[config.mk]
export PLATFORM = sky130hd
export DESIGN_NAME = dmem_arbiter
export DESIGN_NICKNAME = d
export VERILOG_FILES = /design/src/rtl/dmem_pkg.sv /design/src/rtl/rr_arb2.sv /design/src/rtl/dmem_arbiter.sv
export SDC_FILE = /design/constraint.sdc
export NUM_CORES = 1
export LEC_CHECK = 0
export BUFFER_PORTS_ARGS = -buffer_cell sky130_fd_sc_hd__buf_2
export CORE_ASPECT_RATIO = 0.5
export CORE_UTILIZATION = 44
export DETAILED_ROUTE_END_ITERATION = 12
export PLACE_DENSITY = 0.81
export SYNTH_ARGS = -nofsm -noshare
export SYNTH_HDL_FRONTEND = slang
export SYNTH_HIERARCHICAL = 1
export SYNTH_SLANG_ARGS = --single-unit
[constraint.sdc]
create_clock -name clk -period 2.7 [get_ports clk]
set_input_delay 0.675 -clock clk [delete_from_list [all_inputs] [get_ports clk]]
set_output_delay 0.675 -clock clk [all_outputs]
set_load 0.005 [all_outputs]
[src/rtl/dmem_pkg.sv]
// Shared definitions for the data-memory arbiter: memory command encoding,
// lock FSM states, request record and default widths.
package dmem_pkg;

  localparam int DMEM_ADDR_W = 32;
  localparam int DMEM_DATA_W = 32;

  localparam logic MEM_READ  = 1'b1;
  localparam logic MEM_WRITE = 1'b0;

  typedef enum logic {
    UNLOCKED = 1'b0,
    LOCKED   = 1'b1
  } lock_state_e;

  typedef struct packed {
    logic                   we;
    logic                   lock;
    logic [DMEM_ADDR_W-1:0] addr;
    logic [DMEM_DATA_W-1:0] wdata;
  } dmem_req_t;

  function automatic logic [1:0] port_onehot(input logic idx);
    return idx ? 2'b10 : 2'b01;
  endfunction

endpackage

[src/rtl/rr_arb2.sv]
// Two-way combinational grant: a held lock pins the grant to its owner,
// otherwise a lone request wins and a tie goes to the round-robin pointer.
module rr_arb2
  import dmem_pkg::*;
(
  input  logic [1:0] valid,
  input  logic       rr,
  input  logic       locked,
  input  logic       owner,
  output logic [1:0] grant
);

  // Grant selection
  always_comb begin
    grant = 2'b00;
    if (locked) begin
      grant = valid & port_onehot(owner);
    end else if (valid == 2'b11) begin
      grant = port_onehot(rr);
    end else begin
      grant = valid;
    end
  end

endmodule

[src/rtl/dmem_arbiter.sv]
// Two-requester arbiter and sequencer for a single-port data memory:
// accept in T, registered memory command in T+1, response pulse in T+2.
module dmem_arbiter
  import dmem_pkg::*;
#(
  parameter int ADDR_W   = DMEM_ADDR_W,
  parameter int DATA_W   = DMEM_DATA_W,
  parameter int LOCK_MAX = 16
) (
  input  logic              clk,
  input  logic              rst_n,
  input  logic [1:0]        req_valid,
  output logic [1:0]        req_ready,
  input  logic [1:0]        req_we,
  input  logic [1:0]        req_lock,
  input  logic [ADDR_W-1:0] req_addr0,
  input  logic [ADDR_W-1:0] req_addr1,
  input  logic [DATA_W-1:0] req_wdata0,
  input  logic [DATA_W-1:0] req_wdata1,
  output logic [1:0]        resp_valid,
  output logic [DATA_W-1:0] resp_rdata,
  output logic [ADDR_W-1:0] mem_addr,
  output logic [DATA_W-1:0] mem_wdata,
  output logic              mem_rw,
  input  logic [DATA_W-1:0] mem_rdata
);

  localparam int CNT_W = $clog2(LOCK_MAX + 1);

  lock_state_e       state_q;
  logic              owner_q;
  logic              rr_q;
  logic [CNT_W-1:0]  lock_cnt_q;
  logic [CNT_W-1:0]  cnt_inc;

  logic [1:0]        grant;
  logic [1:0]        acc;
  logic              acc_any;
  logic              acc_idx;
  logic              oth_valid;
  logic              cap_hit;
  logic              sel_we;
  logic              sel_lock;
  logic [ADDR_W-1:0] sel_addr;
  logic [DATA_W-1:0] sel_wdata;

  logic [ADDR_W-1:0] mem_addr_d, mem_addr_q;
  logic [DATA_W-1:0] mem_wdata_d, mem_wdata_q;
  logic              mem_rw_d, mem_rw_q;
  logic              mem_tag_d, mem_tag_q;
  logic              mem_vld_d, mem_vld_q;
  logic [1:0]        resp_valid_d, resp_valid_q;
  logic [DATA_W-1:0] resp_rdata_d, resp_rdata_q;

  rr_arb2 u_arb (
    .valid  (req_valid),
    .rr     (rr_q),
    .locked (state_q == LOCKED),
    .owner  (owner_q),
    .grant  (grant)
  );

  // No grant may escape while the block is held in reset.
  assign req_ready = grant & {2{rst_n}};
  assign acc       = req_valid & req_ready;
  assign acc_any   = |acc;
  assign acc_idx   = acc[1];
  assign oth_valid = req_valid[~acc_idx];
  assign sel_we    = req_we[acc_idx];
  assign sel_lock  = req_lock[acc_idx];
  assign sel_addr  = acc_idx ? req_addr1 : req_addr0;
  assign sel_wdata = acc_idx ? req_wdata1 : req_wdata0;

  // Grants only count against the cap while the other side is actually waiting.
  assign cnt_inc = lock_cnt_q + CNT_W'(oth_valid);
  assign cap_hit = oth_valid & (cnt_inc >= CNT_W'(LOCK_MAX));

  // Lock FSM together with the round-robin pointer and the lock counter
  always_ff @(posedge clk or negedge rst_n) begin
    if (!rst_n) begin
      state_q    <= UNLOCKED;
      owner_q    <= 1'b0;
      rr_q       <= 1'b0;
      lock_cnt_q <= {CNT_W{1'b0}};
    end else begin
      if (acc_any) begin
        rr_q <= ~acc_idx;
      end
      case (state_q)
        UNLOCKED: begin
          if (acc_any && sel_lock && !cap_hit) begin
            state_q    <= LOCKED;
            owner_q    <= acc_idx;
            lock_cnt_q <= cnt_inc;
          end
        end
        LOCKED: begin
          if (acc_any) begin
            if (!sel_lock || cap_hit) begin
              state_q    <= UNLOCKED;
              lock_cnt_q <= {CNT_W{1'b0}};
            end else begin
              lock_cnt_q <= cnt_inc;
            end
          end else if (!req_valid[owner_q]) begin
            // Owner went idle: hand the next tie to the requester that was shut out.
            state_q    <= UNLOCKED;
            lock_cnt_q <= {CNT_W{1'b0}};
            rr_q       <= ~owner_q;
          end
        end
        default: begin
          state_q    <= UNLOCKED;
          lock_cnt_q <= {CNT_W{1'b0}};
        end
      endcase
    end
  end

  // Next memory command and response
  always_comb begin
    mem_addr_d   = mem_addr_q;
    mem_wdata_d  = mem_wdata_q;
    mem_rw_d     = MEM_READ;
    mem_tag_d    = mem_tag_q;
    mem_vld_d    = 1'b0;
    resp_valid_d = 2'b00;
    resp_rdata_d = {DATA_W{1'b0}};
    if (acc_any) begin
      mem_addr_d  = sel_addr;
      mem_wdata_d = sel_wdata;
      mem_rw_d    = sel_we ? MEM_WRITE : MEM_READ;
      mem_tag_d   = acc_idx;
      mem_vld_d   = 1'b1;
    end else begin
      mem_rw_d    = MEM_READ;
    end
    if (mem_vld_q) begin
      resp_valid_d = port_onehot(mem_tag_q);
      if (mem_rw_q == MEM_READ) begin
        resp_rdata_d = mem_rdata;
      end else begin
        resp_rdata_d = {DATA_W{1'b0}};
      end
    end else begin
      resp_valid_d = 2'b00;
    end
  end

  // Memory and response stage registers
  always_ff @(posedge clk or negedge rst_n) begin
    if (!rst_n) begin
      mem_addr_q   <= {ADDR_W{1'b0}};
      mem_wdata_q  <= {DATA_W{1'b0}};
      mem_rw_q     <= MEM_READ;
      mem_tag_q    <= 1'b0;
      mem_vld_q    <= 1'b0;
      resp_valid_q <= 2'b00;
      resp_rdata_q <= {DATA_W{1'b0}};
    end else begin
      mem_addr_q   <= mem_addr_d;
      mem_wdata_q  <= mem_wdata_d;
      mem_rw_q     <= mem_rw_d;
      mem_tag_q    <= mem_tag_d;
      mem_vld_q    <= mem_vld_d;
      resp_valid_q <= resp_valid_d;
      resp_rdata_q <= resp_rdata_d;
    end
  end

  assign mem_addr   = mem_addr_q;
  assign mem_wdata  = mem_wdata_q;
  assign mem_rw     = mem_rw_q;
  assign resp_valid = resp_valid_q;
  assign resp_rdata = resp_rdata_q;

endmodule

Word level (Yosys, flattened, before mapping) --
Index checks and enable logic that the tools add are counted.
Storage, ports and cells: register bits after elaboration 109, input port bits 168
Operators by class: add/subtract/negate cells 1, $lt $le $gt $ge 4, eq/ne operators 3, muxes and demuxes 35, bitwise logic cells 7, reductions and logical operators 8
Operator list (number):
- 2-to-1 mux 32 bit | 4
- 2-to-1 mux 5 bit | 4
- 2-to-1 mux 1 bit | 19
- 2-to-1 mux 2 bit | 6
- one-hot mux 5 bit (2 select lines) | 1
- AND 2 bit | 3
- less-than comparator 1 x 2 -> 1 bit, second input constant | 3
- adder 5 x 1 -> 5 bit | 1
- >= comparator 5 bit, second input constant | 1
- AND reduction 2 bit | 2
- != test 3 bit, second input constant | 1
- inverter 1 bit | 3
- == test 2 bit, second input constant | 1
- logical AND 1 bit | 2
- zero test 1 bit | 2
- != test 2 bit, second input constant | 1
- one-hot mux 1 bit (2 select lines) | 1
- OR reduction 2 bit | 1
- AND 1 bit | 1
- logical OR 1 bit | 1

Logic depth before layout (Yosys ltp) --
Gate-level depths: netlist of run 1.
depth in word-level cells 15, depth in mapped cells 12

Cells and area by module --
The synthesis of run 1 kept the hierarchy.
Modules (own cells, without submodules):
- dmem_arbiter | instances 1, cells an instance 484, area each 4536.9 um2
- rr_arb2 | instances 1, cells an instance 5, area each 36.3 um2

Worst setup path before layout of run 1 --
No wires, ideal clock.
path kind input to register, start point in req_valid[0], end point reg lock_cnt_q[2], library setup time 124 ps, arrival time 2561 ps, data required time 2576 ps, path slack 15 ps, cell stages on the path 12, buffers on the path 0, cells stage by stage inv_1 o311a_2 nand2_1 o21ai_2 inv_1 ha_1 ha_1 nand3_1 xor2_1 o22a_1 o22ai_2 a211o_1
On the way: cells in the longest elaborated chain, start to end 14, elaborated cells on any way between the ends 28, those cells by class 1 x add/sub; 1 x order compare; 3 x eq/ne; 12 x mux; 4 x bitwise; 7 x reduce/logical
Ends and longest elaborated chain:
- start: declaration | line dmem_arbiter.sv:12 | input logic [1:0] req_valid,
- == test 2 bit * | line rr_arb2.sv:18 | end else if (valid == 2'b11) begin
- 2-to-1 mux 2 bit * | line rr_arb2.sv:18
- 2-to-1 mux 2 bit * | line rr_arb2.sv:16 | if (locked) begin
- named net grant[1] | line dmem_arbiter.sv:36 | logic [1:0] grant;
- AND 2 bit * | line dmem_arbiter.sv:64 | assign req_ready = grant & {2{rst_n}};
- AND 2 bit * | line dmem_arbiter.sv:65 | assign acc = req_valid & req_ready;
- 2-to-1 mux 1 bit (not written as such) (2 in series) | line dmem_arbiter.sv:68 | assign oth_valid = req_valid[~acc_idx];
- adder 5 x 1 -> 5 bit | line dmem_arbiter.sv:75 | assign cnt_inc = lock_cnt_q + CNT_W'(oth_valid);
- >= comparator 5 bit | line dmem_arbiter.sv:76 | assign cap_hit = oth_valid & (cnt_inc >= CNT_W'(LOCK_MAX));
- AND 1 bit | line dmem_arbiter.sv:76
- logical OR 1 bit or zero test 1 bit (tied branches) | line dmem_arbiter.sv:99, dmem_arbiter.sv:91
- 2-to-1 mux 5 bit or logical AND 1 bit (tied branches) | line dmem_arbiter.sv:99, dmem_arbiter.sv:91
- 2-to-1 mux 5 bit or != test 2 bit (tied branches)
- one-hot mux 5 bit (2 select lines) or AND reduction 2 bit (tied branches)
- end signal: assignment | line dmem_arbiter.sv:94 | lock_cnt_q <= cnt_inc;
- end signal: assignment | line dmem_arbiter.sv:101 | lock_cnt_q <= {CNT_W{1'b0}};
- end signal: assignment | line dmem_arbiter.sv:103 | lock_cnt_q <= cnt_inc;
- end: declaration | line dmem_arbiter.sv:33 | logic [CNT_W-1:0] lock_cnt_q;
Mark *: on every way through the listed nets, which the timed path passes. The rest lies on a longest branch. The select of a mux whose other input is x is not followed. A chain may end at the register's enable or synchronous reset.

Worst setup path after layout of run 1 --
start point in req_valid[0], end point reg lock_cnt_q[4]
Same word-level chain as after synthesis.

==> results of run 1 <==
-- kinds of logic after synthesis --
group	Yosys count
DFF	109
adders and majority gates	2
and+or+nand+nor	254
xor gates and xnor gates	1
buffers and inverters	39
AOI/OAI and AO/OA	83
muxes	1
-- sequential cells by signal, indices dropped and copies added, names as in the netlist --
name	flops
mem_addr	32
mem_wdata	32
resp_rdata	32
lock_cnt_q	5
resp_valid	2
mem_rw	1
mem_tag_q	1
mem_vld_q	1
owner_q	1
rr_q	1
state_q	1
-- power by group through the flow --
stage / Sequential [W] / Clock (W) / Combinational, W
2_1_floorplan: 0.00238 / 0 / 0.000580
3_3_place_gp: 0.00236 / 0 / 0.00132
3_5_place_dp: 0.00237 / 0 / 0.00137
4_1_cts: 0.00235 / 0.00148 / 0.00137
5_1_grt: 0.00241 / 0.00155 / 0.00152
6_report: 0.00235 / 0.00145 / 0.00136
-- per-stage QoR --
step           area, um2  setup WS [ns]  TNS [ns]  utilization, %  hold WS (ns)
2_1_floorplan       4570         0.0152         0               -         0.379
3_3_place_gp        6090         -0.106    -0.373            62.4         0.435
3_5_place_dp        6090         -0.210     -1.03            62.4         0.452
4_1_cts             6420         0.0552         0            65.8         0.112
5_1_grt             6450         0.0267         0            66.1         0.112
6_report            6450          0.156         0            66.1         0.124
-- Yosys cell counts (3+ instances only) --
cell type,number
a211o_1,3
inv_1,5
o21ai_0,4
buf_2,11
nand2_1,139
nand3_1,4
and3_1,33
clkbuf_1,18
a31oi_1,64
buf_1,5
dfrtp_1,108
nor2_1,68
-- timing repair --
item                                    in CTS  in global routing
resized for setup                            0                  3
endpoints found under the setup margin       0                  6
buffers inserted                             0                  2
-- path summary, 6_finish.rpt --
| kind | end |
|---|---|
| min in group clk | resp_valid[0] |
| hold / removal | lock_cnt_q[2] |
| setup / recovery | lock_cnt_q[4] |
| max in group asynchronous | resp_rdata[30] |
| hold reg to reg | resp_valid[0] |
| setup reg to reg | lock_cnt_q[4] |
-- cell usage in the layout, fill, tap and decap left out, drive strengths merged --
cell type  synthesis  layout
and2               2       2
nor2b              2       2
nand2b             1       1
dfrtp            108     108
ha                 2       2
o2bb2ai            1       1
o22a               1       1
dfstp              1       1
a31oi             64      64
nand3              4       4
nor2              68      68
inv                5       6
nor3               2       2
a211o              3       3
o311a              1       1
a22o               2       2
o22ai              1       1
a21oi              1       1
xor2               1       1
clkinvlp           0       1
clkbuf            18      11
a221oi             1       1
mux2               1       1
bufinv             0       2
and3              34      34
nand2            139     139
a22oi              2       2
buf               16     284
o21ai              5       5
o31ai              1       1
clkinv             0       1
nor3b              2       2
-- cell type report --
class	instances	area [um2]
fill	799	3310
sequential	109	2730
multi-input combinational	341	1710
timing repair buffer	284	1490
clock buffer	11	253
tap	135	169
clock inverter	5	81.3
inverter	5	18.8
-- worst max-delay path: cells and delay by family --
family	cells	cell delay, ns
and+or+nand+nor	2	0.23
AOI/OAI and AO/OA	5	1.06
adders and majority gates	2	0.36
buffers and inverters	3	0.19
xor gates and xnor gates	1	0.26
-- layer usage --
layer,up-vias,routed length (um)
met5,-,0
met4,0,325
met3,35,674
met2,174,6170
met1,2095,5300
li1,2164,-
==> impl_metrics.ini, run 1 <==
[grt]
grt_use_total_pct = 22.5
use_met1_pct = 28.2
grt_max_degree = 69
grt_pass1_wl_um = 19600
grt_overflow = 0
gr-usage-met2_pct = 38.9
grt_busiest_layer = met2
antenna_found_initial = 0
grt_pass1_vias = 4179
grt_use_met3_pct = 5.21

[worst_setup_path]
worstPathMaxFanout = 5
worstRegToRegCells = 11
required_ns = 2.93
cp.arrival_ns = 2.77
crit_slowest_cell = o311a_2
cp_slowest_stage_delay_ns = 0.38
crit_path_start = req_valid[0]
endpoint_kind = flip-flop
r2r_start = rr_q
start_kind = primary input
critical_path_class = in2reg
regToRegSetupSlack_ns = 0.20
crit_chain = buf_2 > inv_1 > o311a_2 > nand2_1 > o21ai_2 > inv_1 > ha_1 > ha_1 > nand3_2 > xor2_2 > o22a_1 > o22ai_2 > a211o_1

[floorplanning]
die_h_um = 74.1
initial_utilization_pct = 46.9
die-area_mm2 = 0.0108
rows = 25
num_io_pins = 269
core_region_area_mm2 = 0.00976
die_x_um = 146

[sta]
skew_ns = 0.00669
rsz0062_at_grt = false
worst_pin_slew_ns = 0.773
final_max_slew_viol_count = 0
setup_viol = 0
slew_headroom_pct = 48.5
fin_crit_sh_pct = 94.2
fmax_mhz = 393
post-route-min-period_ns = 2.54
finalHoldViolations = 0

[outcome]
outcome = finished, final reports clean

[power_and_ir_drop]
swShare_pct = 29.3
p_int_w = 0.00365
clock_power_share_pct = 28.2
p_leak_nw = 3.59
ir_drop_mv = 0.433
p_switching_w = 0.00151
powerDensity_mw_per_mm2 = 799
power_w = 0.00516
pwr-share-seq_pct = 45.5
p_comb_share_pct = 26.3

[layout]
layout-drive-gt1-share_pct = 41.7
syn2layout_area_growth_pct = 41.1
stdcell_count = 890
insertedDiodeCount = 0
nNetsFinal = 920

[detailed_routing]
wirelength_um = 12500
wire_per_inst_um = 14.0
route.detailed.drc = 0
vias = 4468
firstDrtPassIters = 6
drt_iter0_drc = 210
vias_per_cell = 5.02
ant_nets = 0

[placement]
port_buffers = 268
place_hpwl_um = 8790
gp_congestion = 0.815
place_inst = 872

[logic_synthesis]
yosysSeqAreaShare_pct = 59.7
synthMuxAreaShare_pct = 0.246
syn_avg_cell_area_um2 = 9.35
yosys.area_share.simple_pct = 23.3
async_flop_share_pct = 100
synth_edf_count = 0
synth_xor_area_share_pct = 0.192
yosys.area.top_type = dfrtp_1
syn_area_mm2 = 0.00457
synth_cell_types = 32
synth.net_count = 659
synth_compound_area_share_pct = 12.5
synth_warnings = 6
synthTopCellsByArea = dfrtp_1 (59%), nand2_1 (11%), a31oi_1 (8.8%)
synth_seq_cells = 109
synth_top_family_by_area = simple AND/OR/NAND/NOR gates
synthAdderAreaFrac_pct = 0.547
synthDominantCellAreaShare_pct = 59.1
synth_top_flop_cell = dfrtp_1
synthCells = 489

[clock_tree]
clockBufferDepth = 2
ctsHoldBuffers = 0
cts_inserted_buffers = 9
clkTransAtPathRegs_ns = 0.07
cts_sinks = 109
clock_latency_ns = 0.34
cts_tree = yes
h-tree-depth = 3
clk_root_buffer_cell = clkbuf_16

[flow_run]
drv_cap = 0

[hold_path]
min_path_type = in2async
(Power assumes the default switching activity.)
==> run 2, diff against run 1 <==
Settings changed: CORE_MARGIN from default to 3, SYNTH_HIERARCHICAL 1 to default.
==> impl_metrics.ini, run 2 <==
[floorplanning]
initial_utilization_pct = 46.8
die_h_um = 78.2
die_x_um = 150
rows = 25
die-area_mm2 = 0.0118
num_io_pins = 269
core_region_area_mm2 = 0.00979

[detailed_routing]
vias = 4054
wirelength_um = 12900
route.detailed.drc = 0
wire_per_inst_um = 15.7
firstDrtPassIters = 4
drt_iter0_drc = 236
vias_per_cell = 4.94
ant_nets = 0

[clock_tree]
cts_inserted_buffers = 9
ctsResizeCount = 0
clkTransAtPathRegs_ns = 0.08
cts_tree = yes
clk_root_buffer_cell = clkbuf_16
h-tree-depth = 3
cts_sinks = 109
clock_latency_ns = 0.35
clockBufferDepth = 2

[power_and_ir_drop]
powerDensity_mw_per_mm2 = 824
p_leak_nw = 3.50
ir_drop_mv = 0.357
power_w = 0.00520

[logic_synthesis]
synthTopCellsByArea = dfrtp_1 (59%), a22oi_2 (7.6%), nand2_1 (6.2%)
synth_edf_count = 0
synth_warnings = 0
syn_avg_cell_area_um2 = 11.0
synthDominantCellAreaShare_pct = 59.0
synth.net_count = 587
yosys.area.top_type = dfrtp_1
syn_area_mm2 = 0.00458
synth_seq_cells = 109
synthCells = 417
synth_top_flop_cell = dfrtp_1
synth_cell_types = 39
yosysMostFrequentCell = dfrtp_1
synth_common_cells = dfrtp_1 (108), nand2_1 (76), nor2_1 (62), and3_1 (34), o22ai_1 (30)
yosysSeqAreaShare_pct = 59.5
async_flop_share_pct = 100

[worst_setup_path]
start_kind = flip-flop
worstRegToRegCells = 9
regToRegSetupSlack_ns = 0.17
worst_r2r_endpoint = owner_q
required_ns = 2.93
r2r_start = owner_q
cp.arrival_ns = 2.76
critical_path_class = reg2reg
endpoint_kind = flip-flop
worstPathMaxFanout = 6

[layout]
nFillCells = 798
nNetsFinal = 851
layout-drive-gt1-share_pct = 49.3
syn2layout_area_growth_pct = 37.7
final_cell_mix = buf_2 (267), dfrtp_1 (108), nand2_1 (76)
stdcell_area_mm2 = 0.00631
insertedDiodeCount = 0
mostFrequentLayoutCell = buf_2

[sta]
fin_crit_sh_pct = 93.7
finalHoldViolations = 0
worst_pin_slew_ns = 0.836
skew_ns = 0.00926
setup_viol = 0
post-route-min-period_ns = 2.53
final_max_slew_viol_count = 0
fmax_mhz = 395
rsz0062_at_grt = false
slew_headroom_pct = 44.3

[hold_path]
min_path_type = in2async

[placement]
port_buffers = 268
placed_area_mm2 = 0.00600
place_hpwl_um = 9780
gp_congestion = 0.836

[grt]
grt_pass1_vias = 3995
grt_max_degree = 69
grt_pass1_wl_um = 19600
antenna_found_initial = 0
grt_use_total_pct = 21.0
grt_overflow = 0

[flow_run]
drv_cap = 0

[outcome]
outcome = finished, final reports clean
[run 2: repair_timing]
action / 4_1_cts / 5_1_grt
hold buffers: 0 / 0
endpoints found under the setup margin: 0 / 1
setup buffers: 0 / 1
[run 2: routing by layer]
metal  wire, um  part of all wire, %  global-route usage (%)
met1       5150                   40                    24.5
met2       6990                   54                    39.3
met3        644                  5.0                    5.02
met4        115                 0.89                    4.84
met5          0                    0                       0
[run 2: area by class of cell]
class | count | area (um2) | area share (%)
multi-input combinational | 276 | 1660 | 26.3
tap | 135 | 169 | 2.68
inverter | 6 | 22.5 | 0.357
timing repair buffer | 279 | 1430 | 22.6
clock inverter | 7 | 77.6 | 1.23
sequential | 109 | 2730 | 43.2
clock buffer | 9 | 225 | 3.57
[run 2: worst max-delay path: stages, from the launching register on]
cell	delay (ns)
dfrtp_1	0.42
nand2b_1	0.24
a31oi_2	0.28
ha_1	0.22
ha_1	0.20
nand3_1	0.15
xnor2_1	0.19
a22oi_4	0.22
nor2b_4	0.19
mux2_4	0.30
[run 2: power by group]
group          leakage [nW]  internal [W]  total [W]  switching (W)
Sequential             1.34       0.00210    0.00236       0.000264
Clock                 0.150      0.000661    0.00131       0.000653
Combinational          2.00      0.000717    0.00152       0.000807
[run 2: logic make-up (layout without fill, tap and decap cells)]
family	after synthesis	count (layout)	synth area share, %
xor gates and xnor gates	1	1	0.191
and+or+nand+nor	190	190	19.2
muxes	1	1	0.328
DFF	109	109	59.5
buffers and inverters	32	301	4.18
AOI/OAI and AO/OA	82	82	16.1
adders and majority gates	2	2	0.546
[run 2: per-stage QoR]
stage                     instances  util [%]  hold slack [ns]  setup TNS, ns  setup WS, ns
after floorplan                 417         -            0.379              0         0.254
after global placement          804      61.3            0.432              0         0.128
after detailed placement        804      61.3            0.436        -0.0135       -0.0135
after CTS                       820      64.4            0.446              0         0.127
after global routing            821      64.5            0.466              0        0.0396
final                           821      64.5            0.438              0         0.170
[run 2: worst max-delay path by stage]
| stage | from | depth (start not counted) | slack [ns] | end |
|---|---|---|---|---|
| after detailed placement | req_valid[0] | 10 | -0.01 | owner_q |
| after CTS | owner_q | 9 | 0.13 | owner_q |
| after global routing | owner_q | 9 | 0.04 | owner_q |
| after floorplan | req_valid[0] | 9 | 0.25 | owner_q |
| final | owner_q | 9 | 0.17 | owner_q |
| after global placement | req_valid[0] | 10 | 0.13 | owner_q |
